[src/rtl/muldiv_unit.sv]
// Iterative RV32M/RV64M multiply/divide unit: one result bit per cycle,
// start/complete handshake, single-cycle fast path for divide-by-zero and signed overflow.
module muldiv_unit #(
    parameter int unsigned XLEN = 32
) (
    input  logic            iclk,
    input  logic            irst,
    input  logic            ivalid,
    output logic            oready,
    input  logic [2:0]      ifunct3,
    input  logic [XLEN-1:0] isrca,
    input  logic [XLEN-1:0] isrcb,
    input  logic            iflush,
    output logic            ovalid,
    output logic [XLEN-1:0] oresult
);

    localparam int unsigned CNT_W = $clog2(XLEN);
    localparam int unsigned PW    = 2 * XLEN;
    localparam logic [XLEN-1:0] MIN_NEG = {1'b1, {(XLEN-1){1'b0}}};

    typedef enum logic [1:0] {
        S_IDLE,
        S_CALC,
        S_DONE
    } state_e;

    state_e            state_q, state_d;
    logic [CNT_W-1:0]  cnt_q, cnt_d;
    logic [2:0]        funct3_q, funct3_d;
    logic [XLEN-1:0]   opa_q, opa_d;
    logic [XLEN-1:0]   opb_q, opb_d;
    logic [PW-1:0]     acc_q, acc_d;
    logic [XLEN-1:0]   quo_q, quo_d;
    logic [XLEN:0]     rem_q, rem_d;
    logic              negq_q, negq_d;
    logic              negr_q, negr_d;
    logic              fast_q, fast_d;
    logic              ovalid_q, ovalid_d;
    logic [XLEN-1:0]   oresult_q, oresult_d;

    // Operand decode on the request inputs
    logic            a_signed, b_signed, sa, sb;
    logic [XLEN-1:0] a_abs, b_abs;
    logic            fast_dz, fast_ov;

    assign a_signed = ifunct3[2] ? ~ifunct3[0] : (ifunct3 != 3'b011);
    assign b_signed = ifunct3[2] ? ~ifunct3[0] : ~ifunct3[1];
    assign sa       = a_signed & isrca[XLEN-1];
    assign sb       = b_signed & isrcb[XLEN-1];
    assign a_abs    = sa ? -isrca : isrca;
    assign b_abs    = sb ? -isrcb : isrcb;
    assign fast_dz  = ifunct3[2] & (isrcb == '0);
    assign fast_ov  = ifunct3[2] & ~ifunct3[0] & (isrca == MIN_NEG) & (&isrcb);

    // Iteration datapath: shift-add for multiply, restoring step for divide
    logic [XLEN:0]   add_sum;
    logic [XLEN+1:0] diff;
    logic [PW-1:0]   prod_fix;
    logic [XLEN-1:0] quo_fix, rem_fix;

    assign add_sum  = {1'b0, acc_q[PW-1:XLEN]} + (acc_q[0] ? {1'b0, opa_q} : '0);
    assign diff     = {rem_q, quo_q[XLEN-1]} - {2'b00, opb_q};
    assign prod_fix = negq_q ? -acc_q : acc_q;
    assign quo_fix  = (negq_q & ~fast_q) ? -quo_q : quo_q;
    assign rem_fix  = (negr_q & ~fast_q) ? -rem_q[XLEN-1:0] : rem_q[XLEN-1:0];

    always_comb begin
        state_d   = state_q;
        cnt_d     = cnt_q;
        funct3_d  = funct3_q;
        opa_d     = opa_q;
        opb_d     = opb_q;
        acc_d     = acc_q;
        quo_d     = quo_q;
        rem_d     = rem_q;
        negq_d    = negq_q;
        negr_d    = negr_q;
        fast_d    = fast_q;
        ovalid_d  = 1'b0;
        oresult_d = oresult_q;

        case (state_q)
            S_IDLE: begin
                if (ivalid && !iflush) begin
                    funct3_d = ifunct3;
                    opa_d    = a_abs;
                    opb_d    = b_abs;
                    acc_d    = {{XLEN{1'b0}}, b_abs};
                    negq_d   = sa ^ sb;
                    negr_d   = sa;
                    cnt_d    = CNT_W'(XLEN - 1);
                    if (fast_dz || fast_ov) begin
                        fast_d  = 1'b1;
                        quo_d   = fast_dz ? '1 : isrca;
                        rem_d   = fast_dz ? {1'b0, isrca} : '0;
                        state_d = S_DONE;
                    end else begin
                        fast_d  = 1'b0;
                        quo_d   = a_abs;
                        rem_d   = '0;
                        state_d = S_CALC;
                    end
                end
            end
            S_CALC: begin
                if (funct3_q[2]) begin
                    if (diff[XLEN+1]) begin
                        rem_d = {rem_q[XLEN-1:0], quo_q[XLEN-1]};
                        quo_d = {quo_q[XLEN-2:0], 1'b0};
                    end else begin
                        rem_d = diff[XLEN:0];
                        quo_d = {quo_q[XLEN-2:0], 1'b1};
                    end
                end else begin
                    acc_d = {add_sum, acc_q[XLEN-1:1]};
                end
                if (cnt_q == '0) begin
                    state_d = S_DONE;
                end else begin
                    cnt_d = cnt_q - CNT_W'(1);
                end
            end
            S_DONE: begin
                case (funct3_q)
                    3'b000:                 oresult_d = prod_fix[XLEN-1:0];
                    3'b001, 3'b010, 3'b011: oresult_d = prod_fix[PW-1:XLEN];
                    3'b100, 3'b101:         oresult_d = quo_fix;
                    default:                oresult_d = rem_fix;
                endcase
                ovalid_d = 1'b1;
                state_d  = S_IDLE;
            end
            default: state_d = S_IDLE;
        endcase

        // Abort wins over everything, leaving the last result in place
        if (iflush) begin
            state_d   = S_IDLE;
            ovalid_d  = 1'b0;
            oresult_d = oresult_q;
        end
    end

    always_ff @(posedge iclk) begin
        if (irst) begin
            state_q   <= S_IDLE;
            cnt_q     <= '0;
            funct3_q  <= '0;
            opa_q     <= '0;
            opb_q     <= '0;
            acc_q     <= '0;
            quo_q     <= '0;
            rem_q     <= '0;
            negq_q    <= 1'b0;
            negr_q    <= 1'b0;
            fast_q    <= 1'b0;
            ovalid_q  <= 1'b0;
            oresult_q <= '0;
        end else begin
            state_q   <= state_d;
            cnt_q     <= cnt_d;
            funct3_q  <= funct3_d;
            opa_q     <= opa_d;
            opb_q     <= opb_d;
            acc_q     <= acc_d;
            quo_q     <= quo_d;
            rem_q     <= rem_d;
            negq_q    <= negq_d;
            negr_q    <= negr_d;
            fast_q    <= fast_d;
            ovalid_q  <= ovalid_d;
            oresult_q <= oresult_d;
        end
    end

    assign oready  = (state_q == S_IDLE);
    assign ovalid  = ovalid_q;
    assign oresult = oresult_q;

endmodule

[config.mk]
export PLATFORM = sky130hd
export DESIGN_NAME = muldiv_unit
export DESIGN_NICKNAME = d
export VERILOG_FILES = /design/src/rtl/muldiv_unit.sv
export SDC_FILE = /design/constraint.sdc
export NUM_CORES = 1
export LEC_CHECK = 0
export ABC_AREA = 0
export ABC_CLOCK_PERIOD_IN_PS = 4650
export CAP_MARGIN = 20
export CORE_AREA = 2 2 224 204
export DETAILED_ROUTE_END_ITERATION = 10
export DIE_AREA = 0 0 226 206
export GPL_ROUTABILITY_DRIVEN = 0
export PLACE_DENSITY_LB_ADDON = 0.15
export SETUP_SLACK_MARGIN = 0.1
export SLEW_MARGIN = 20
export SYNTH_ARGS = -nofsm -noshare
export SYNTH_HDL_FRONTEND = slang
export SYNTH_SLANG_ARGS = --single-unit
[constraint.sdc]
create_clock -name iclk -period 4.65 [get_ports iclk]
set_input_delay 1.395 -clock iclk [delete_from_list [all_inputs] [get_ports iclk]]
set_output_delay 1.395 -clock iclk [all_outputs]
set_load 0.03 [all_outputs]
==> results of run 1 <==
[final cells by class]
type | instances | share of cell area (%)
Clock inverter | 16 | 1.219
Clock buffer | 36 | 3.868
Sequential cell | 239 | 23.08
Multi-Input combinational cell | 1947 | 59.10
Tap cell | 608 | 3.668
Timing Repair Buffer | 171 | 7.693
Inverter | 76 | 1.376
[path summary, 6_finish.rpt]
check,endpoint,slack [ns],depth (start not counted)
setup / recovery,oresult[18]$_SDFFE_PP0P_,0.47,11
hold reg to reg,opa_q[31]$_SDFFE_PP0P_,0.46,2
setup reg to reg,oresult[18]$_SDFFE_PP0P_,0.47,11
hold / removal,opa_q[31]$_SDFFE_PP0P_,0.46,2
[state kept, by name, summed over array words and instances, names as in the netlist, 2 cells and up]
register	flops
acc_q	64
cnt_q	5
funct3_q	3
opa_q	32
opb_q	32
oresult	32
quo_q	32
rem_q	33
state_q	2
[cell usage after synthesis (all sizes together), types with 72 or more instances]
library cell  number
dfxtp            239
nor3              93
nand2            201
o21ai            136
a211oi           115
xor2              96
inv               76
clkbuf           139
ha                72
nor2             321
xnor2            121
a21oi            215
[per-stage QoR]
step	cells	cell area [um2]
after floorplan	2421	17870
after global placement	3041	19680
after detailed placement	3041	19680
after CTS	3093	20730
after global routing	3093	20740
final	3093	20740
[cells by family after synthesis]
logic type,Yosys count,share of synthesized area [%]
simple gates,882,23.57
compound gates,760,27.94
flops,239,26.77
buf+inv,235,4.991
xor+xnor,217,10.63
fa+ha+maj,74,5.264
mux,14,0.8331
[metal layers]
layer	GRT usage, %	vias up
met5	0	-
met4	7.640	0
met3	6.014	104
met2	43.75	865
met1	42.59	9024
li1	-	8911
[worst max-delay path, cell delays in order (launching register included)]
cell	delay, ns
sky130_fd_sc_hd__dfxtp_1	0.37
sky130_fd_sc_hd__inv_1	0.16
sky130_fd_sc_hd__ha_1	0.20
sky130_fd_sc_hd__nor3b_1	0.41
sky130_fd_sc_hd__inv_1	0.12
sky130_fd_sc_hd__or4_1	0.62
sky130_fd_sc_hd__nor4_1	0.67
sky130_fd_sc_hd__nor2_1	0.11
sky130_fd_sc_hd__xnor2_1	0.37
sky130_fd_sc_hd__o22ai_1	0.23
sky130_fd_sc_hd__a2111oi_1	0.66
sky130_fd_sc_hd__nor3_1	0.10
[power by group through the flow]
| stage | combinational [mW] | clock, mW | sequential [mW] |
|---|---|---|---|
| 2_1_floorplan | 1.25 | 0 | 2.29 |
| 3_3_place_gp | 1.78 | 0 | 2.35 |
| 3_5_place_dp | 1.80 | 0 | 2.35 |
| 4_1_cts | 1.81 | 2.59 | 2.31 |
| 5_1_grt | 2.01 | 2.65 | 2.33 |
| 6_report | 1.85 | 2.56 | 2.32 |
==> run_results.csv, run 1 <==
group,metric,value,unit
floorplan,floorplan.die.height,206,um
drt,number_of_vias_in_the_routed_layout,18900,
pwr,pwr-share-seq,34.4,%
synth,syn_area,17870,um2
synth,yosysTopAreaCellShare,26.77,%
pwr,switching_share,34.64,%
floorplan,floorplan.die_area,46560,um2
grt,grt_first_pass_wirelength,104500,um
clocking,clock_path_buffers,3,
synth,synth_warnings,0,
clocking,ctsResizeCount,0,
synth,postSynthCellCount,2421,
pwr,combinationalPowerShare,27.5,%
clocking,post-cts-setup-buffers,0,
final_layout,fill_cells,4493,
worst_setup_path,timing.setup.critical_path_class,"reg2reg",
clocking,root_buffer,"sky130_fd_sc_hd__clkbuf_16",
placed_design,numPortBuffers,104,
synth,syn_nets,2566,
timing,final_min_period_over_clock_period,89.93,%
drt,postRouteAntennaNets,0,
drt,avgRoutedWirePerCell,22.47,um
final_layout,drive_above_1_share,6.640,%
worst_hold_path,path_type_of_the_worst_min_delay_path,"reg2reg",
clocking,cts_made_buffers,29,
synth,seq_area_frac_synth,26.77,%
drt,wl_met1,31870,um
clocking,hold_buffers,0,
clocking,tritoncts,"done",
timing,finalSetupViolCount,0,
worst_setup_path,timing.critical_path.fanout_max,7,
final_layout,area.sequential,4786,um2
timing,timing.max_slew.rel_slack,27.85,%
job,cap_viol_max_count,0,
drt,route.detailed.drc,0,
timing,final_hold_viol_count,0,
placed_design,placed_wire_length_estimate,53340,um
grt,antenna_found_initial,0,
worst_setup_path,crit_arrival,4.59,ns
floorplan,rows,74,
timing,layout_min_cycle_time,4.182,ns
final_layout,final_common_cell,"sky130_fd_sc_hd__nor2_1",
worst_setup_path,critical_path.startpoint,"rem_q[0]$_SDFFE_PP0P_",
floorplan,pin_count,105,
floorplan,core_region_area,44540,um2
grt,globalRoute.totalOverflow,0,
final_layout,multi_input_area,12260,um2
timing,number_of_pins_exceeding_their_max_slew_limit_in_the_final_report,0,
pwr,power.total,6.726,mW
grt,grt_util_all_layers,29.32,%
final_layout,nNetsFinal,2609,
worst_setup_path,critical_path.reg2reg.startpoint,"rem_q[0]$_SDFFE_PP0P_",
floorplan,die_width,226,um
grt,grt_max_degree,101,
synth,synthTopCellsByArea,"sky130_fd_sc_hd__dfxtp_1 27%, sky130_fd_sc_hd__nor2_1 6.7%, sky130_fd_sc_hd__a21oi_1 6.0%, sky130_fd_sc_hd__xnor2_1 5.9%, sky130_fd_sc_hd__ha_1 5.0%",
drt,initialDrtViolationCount,1892,
timing,actual_slew_at_the_worst_max_slew_pin,1.080,ns
synth,synth-edff-count,0,
pwr,share_clk_of_total_power,38.0,%
final_layout,layout-area-overhead-vs-synth,16.02,%
pwr,power_density,324.3,nW/um2
pwr,ir_worst_vdd,0.0002499,V
final_layout,mostFrequentLayoutCells,"317 x sky130_fd_sc_hd__nor2_1, 238 x sky130_fd_sc_hd__dfxtp_1, 215 x sky130_fd_sc_hd__a21oi_1",
floorplan,start_util,40.13,%
drt,highest_layer,"met4",
drt,drt-pass1-iter-count,5,
pwr,internal_power,4.396,mW
synth,async_flop_share,0,%
timing,fin_hold_ws,0.4612,ns
status,run_status,"finished clean",
clocking,clk_pin_slew,0.06,ns
drt,routed-wl-met3,6862,um
drt,detailroute.wirelength.met2,28850,um
drt,vias_per_cell,6.112,
worst_setup_path,critPathRequiredTime,5.06,ns
timing,grt_setup_unrepaired,"false",
worst_hold_path,worst_hold_startpoint,"opa_q[31]$_SDFFE_PP0P_",
final_layout,antenna-diode-count,0,
synth,postSynthAreaPerCell,7.383,um2
worst_setup_path,end_kind,"flop",
timing,achievable_frequency,239.1,MHz
timing,worst_clock_skew,0.01672,ns
grt,first_global_vias,16970,
clocking,clock-sinks,239,
final_layout,finalCoreUtilization,46.56,%
synth,ys.flop_type,"sky130_fd_sc_hd__dfxtp_1",
worst_setup_path,worst_setup_path_start_kind,"flop",
placed_design,preCtsSetupSlack,0.04507,ns
synth,ys_ff_latch,239,
pwr,leakagePower,7.648,nW
synth,synth.lib_cells_used.distinct,78,
drt,totalWireLength,69490,um
clocking,htreeDepth,1,
pwr,power.switching,2.330,mW
synth,post-synth-top-area-cell,"sky130_fd_sc_hd__dfxtp_1",
timing,finalSetupTns,0,ns
timing,timing.final.ws_setup,0.4682,ns
clocking,clk-insertion-delay-late,0.57,ns
Note: power is estimated with default switching activity, not from simulation.
==> run 2: changes to the inputs <==
--- a/config.mk
+++ b/config.mk
@@ -6,11 +6,12 @@
 export NUM_CORES = 1
 export LEC_CHECK = 0
 export ABC_AREA = 0
-export ABC_CLOCK_PERIOD_IN_PS = 4650
+export ABC_CLOCK_PERIOD_IN_PS = 5300
 export CAP_MARGIN = 20
 export CORE_AREA = 2 2 224 204
 export DETAILED_ROUTE_END_ITERATION = 10
 export DIE_AREA = 0 0 226 206
+export DONT_BUFFER_PORTS = 1
 export GPL_ROUTABILITY_DRIVEN = 0
 export PLACE_DENSITY_LB_ADDON = 0.15
 export SETUP_SLACK_MARGIN = 0.1
==> constraint.sdc (replaced) <==
create_clock -name iclk -period 5.3 [get_ports iclk]
set_input_delay 1.59 -clock iclk [delete_from_list [all_inputs] [get_ports iclk]]
set_output_delay 1.59 -clock iclk [all_outputs]
set_load 0.03 [all_outputs]
==> run 2 against run 1 <==
  * First-iteration DRC count increased by 18%
  * Sequential cell count stayed put
  * Hold slack better by 0.0060 ns
  * Die area stayed put
  * Clock-buffer cell count is 3 higher
  * Routed wire length down 0.22%
  * Sequential power shrank 12%
  * Clock power down 19%
==> run_results.csv, run 2 (synthesis gave the netlist of run 1 again) <==
group,metric,value,unit
pwr,combinationalPowerShare,26.2,%
final_layout,antenna-diode-count,0,
worst_setup_path,r2r_slack,1.25,ns
clocking,clock_path_buffers,3,
timing,grt_setup_unrepaired,"false",
clocking,hold_buffers,0,
final_layout,final_common_cell,"sky130_fd_sc_hd__nor2_1",
pwr,power_density,289.5,nW/um2
drt,drt-pass1-iter-count,5,
drt,postRouteAntennaNets,0,
worst_setup_path,worstRegToRegCells,11,
grt,antenna_found_initial,2,
final_layout,mostFrequentLayoutCells,"317 x sky130_fd_sc_hd__nor2_1, 238 x sky130_fd_sc_hd__dfxtp_1, 215 x sky130_fd_sc_hd__a21oi_1",
worst_setup_path,critical_path.reg2reg.startpoint,"rem_q[0]$_SDFFE_PP0P_",
clocking,htreeDepth,1,
timing,number_of_pins_exceeding_their_max_slew_limit_in_the_final_report,0,
timing,layout_min_cycle_time,4.053,ns
clocking,tritoncts,"done",
worst_setup_path,crit_arrival,4.48,ns
placed_design,placed_wire_length_estimate,52500,um
clocking,root_buffer,"sky130_fd_sc_hd__clkbuf_16",
placed_design,cells_after_dpl,2900,
drt,totalWireLength,69340,um
pwr,power.switching,1.962,mW
floorplan,die_width,226,um
worst_setup_path,critPathRequiredTime,5.73,ns
clocking,ctsResizeCount,0,
pwr,ir_worst_vdd,0.0002254,V
final_layout,largest_reg_flops,64,
timing,actual_slew_at_the_worst_max_slew_pin,1.085,ns
pwr,leakagePower,7.048,nW
floorplan,floorplan.die.height,206,um
status,run_status,"finished clean",
floorplan,floorplan.die_area,46560,um2
clocking,clk_pin_slew,0.06,ns
timing,achievable_frequency,246.7,MHz
drt,vias_per_cell,6.212,
floorplan,rows,74,
drt,route.detailed.drc,0,
pwr,switching_share,35.11,%
worst_setup_path,timing.setup.critical_path_class,"reg2reg",
timing,timing.max_slew.rel_slack,27.55,%
placed_design,numPortBuffers,0,
clocking,clock-sinks,239,
clocking,post-cts-setup-buffers,0,
worst_setup_path,worst_setup_path_start_kind,"flop",
worst_setup_path,capture_instance_of_the_worst_register_to_register_path,"oresult[18]$_SDFFE_PP0P_",
grt,grt_util_all_layers,29.08,%
clocking,clk-insertion-delay-late,0.58,ns
final_layout,drive_above_1_share,5.496,%
job,cap_viol_max_count,0,
timing,final_min_period_over_clock_period,76.48,%
pwr,pwr-share-seq,36.6,%
grt,grt_first_pass_wirelength,103000,um
worst_setup_path,end_kind,"flop",
final_layout,fill_cells,4533,
floorplan,pin_count,105,
drt,avgRoutedWirePerCell,23.46,um
drt,number_of_vias_in_the_routed_layout,18360,
worst_setup_path,crit_end,"oresult[18]$_SDFFE_PP0P_",
final_layout,reg.largest.list,"acc_q x64, rem_q x33",
pwr,share_clk_of_total_power,37.2,%
clocking,cts_made_buffers,29,
worst_setup_path,timing.critical_path.fanout_max,7,
timing,finalSetupTns,0,ns
timing,finalSetupViolCount,0,
floorplan,core_region_area,44540,um2
drt,initialDrtViolationCount,2242,
final_layout,number_of_non_filler_instances_in_the_completed_layout,2955,
grt,globalRoute.totalOverflow,0,
worst_setup_path,critical_path.startpoint,"rem_q[0]$_SDFFE_PP0P_",
grt,first_global_vias,16350,
final_layout,finalCoreUtilization,43.36,%
pwr,internal_power,3.628,mW
final_layout,nNetsFinal,2469,
final_layout,layout-area-overhead-vs-synth,8.029,%
floorplan,start_util,40.13,%
final_layout,registers.top_by_ff_count,"acc_q",
grt,grt_max_degree,231,
timing,worst_clock_skew,0.01371,ns
worst_hold_path,path_type_of_the_worst_min_delay_path,"reg2reg",
timing,final_hold_viol_count,0,
## run 2: critical path: stages, from the launching register on
cell and delay (ns):
sky130_fd_sc_hd__dfxtp_1 0.37, sky130_fd_sc_hd__inv_1 0.16, sky130_fd_sc_hd__ha_1 0.19, sky130_fd_sc_hd__nor3b_1 0.38
sky130_fd_sc_hd__inv_1 0.11, sky130_fd_sc_hd__or4_1 0.62, sky130_fd_sc_hd__nor4_1 0.70, sky130_fd_sc_hd__nor2_1 0.11
sky130_fd_sc_hd__xnor2_1 0.24, sky130_fd_sc_hd__o22ai_1 0.18, sky130_fd_sc_hd__a2111oi_1 0.74, sky130_fd_sc_hd__nor3_1 0.10
## run 2: worst min-delay path by stage
stage,depth (start not counted),from,slack (ns),to
2_1_floorplan,2,opa_q[0]$_SDFFE_PP0P_,0.43,opa_q[0]$_SDFFE_PP0P_
3_3_place_gp,2,opa_q[31]$_SDFFE_PP0P_,0.45,opa_q[31]$_SDFFE_PP0P_
3_5_place_dp,2,opa_q[0]$_SDFFE_PP0P_,0.45,opa_q[0]$_SDFFE_PP0P_
4_1_cts,2,opa_q[0]$_SDFFE_PP0P_,0.46,opa_q[0]$_SDFFE_PP0P_
5_1_grt,2,negr_q$_SDFFE_PP0P_,0.49,negr_q$_SDFFE_PP0P_
6_report,2,negr_q$_SDFFE_PP0P_,0.47,negr_q$_SDFFE_PP0P_
## run 2: layout make-up
class / instances / area [um2] / share of cell area, %
multi-input combinational: 1947 / 12260 / 63.47
sequential: 239 / 4786 / 24.79
clock buffer: 39 / 833.3 / 4.316
tap: 608 / 760.7 / 3.940
inverter: 76 / 285.3 / 1.477
timing repair buffer: 31 / 245.2 / 1.270
clock inverter: 15 / 142.6 / 0.7387
## run 2: power by group through the flow
stage	Sequential (mW)	Combinational, mW	Clock [mW]
after floorplan	2.01	1.09	0
after global placement	2.08	1.41	0
after detailed placement	2.08	1.42	0
after CTS	2.04	1.43	2.10
after global routing	2.06	1.60	2.16
final	2.05	1.47	2.08
## run 2: per-layer routing
layer  vias up  GRT usage (%)  wire [um]  share of wire (%)
li1       8626              -          -                  -
met3       113          7.250       7230                 10
met5         -         0.7527         64              0.092
met2       852          42.03      28000                 40
met4         4          7.711       1974                2.8
met1      8761          42.42      32070                 46
## run 2: through the flow
stage               hold slack (ns)  setup WS, ns  cell area (um2)  power, mW
CTS                          0.4616         1.325            19290      5.573
floorplan                    0.4317         1.253            17870      3.099
finish                       0.4672         1.247            19310      5.590
global route                 0.4920        0.8738            19310      5.809
global placement             0.4475        0.8311            18310      3.484
detailed placement           0.4527        0.8529            18310      3.503
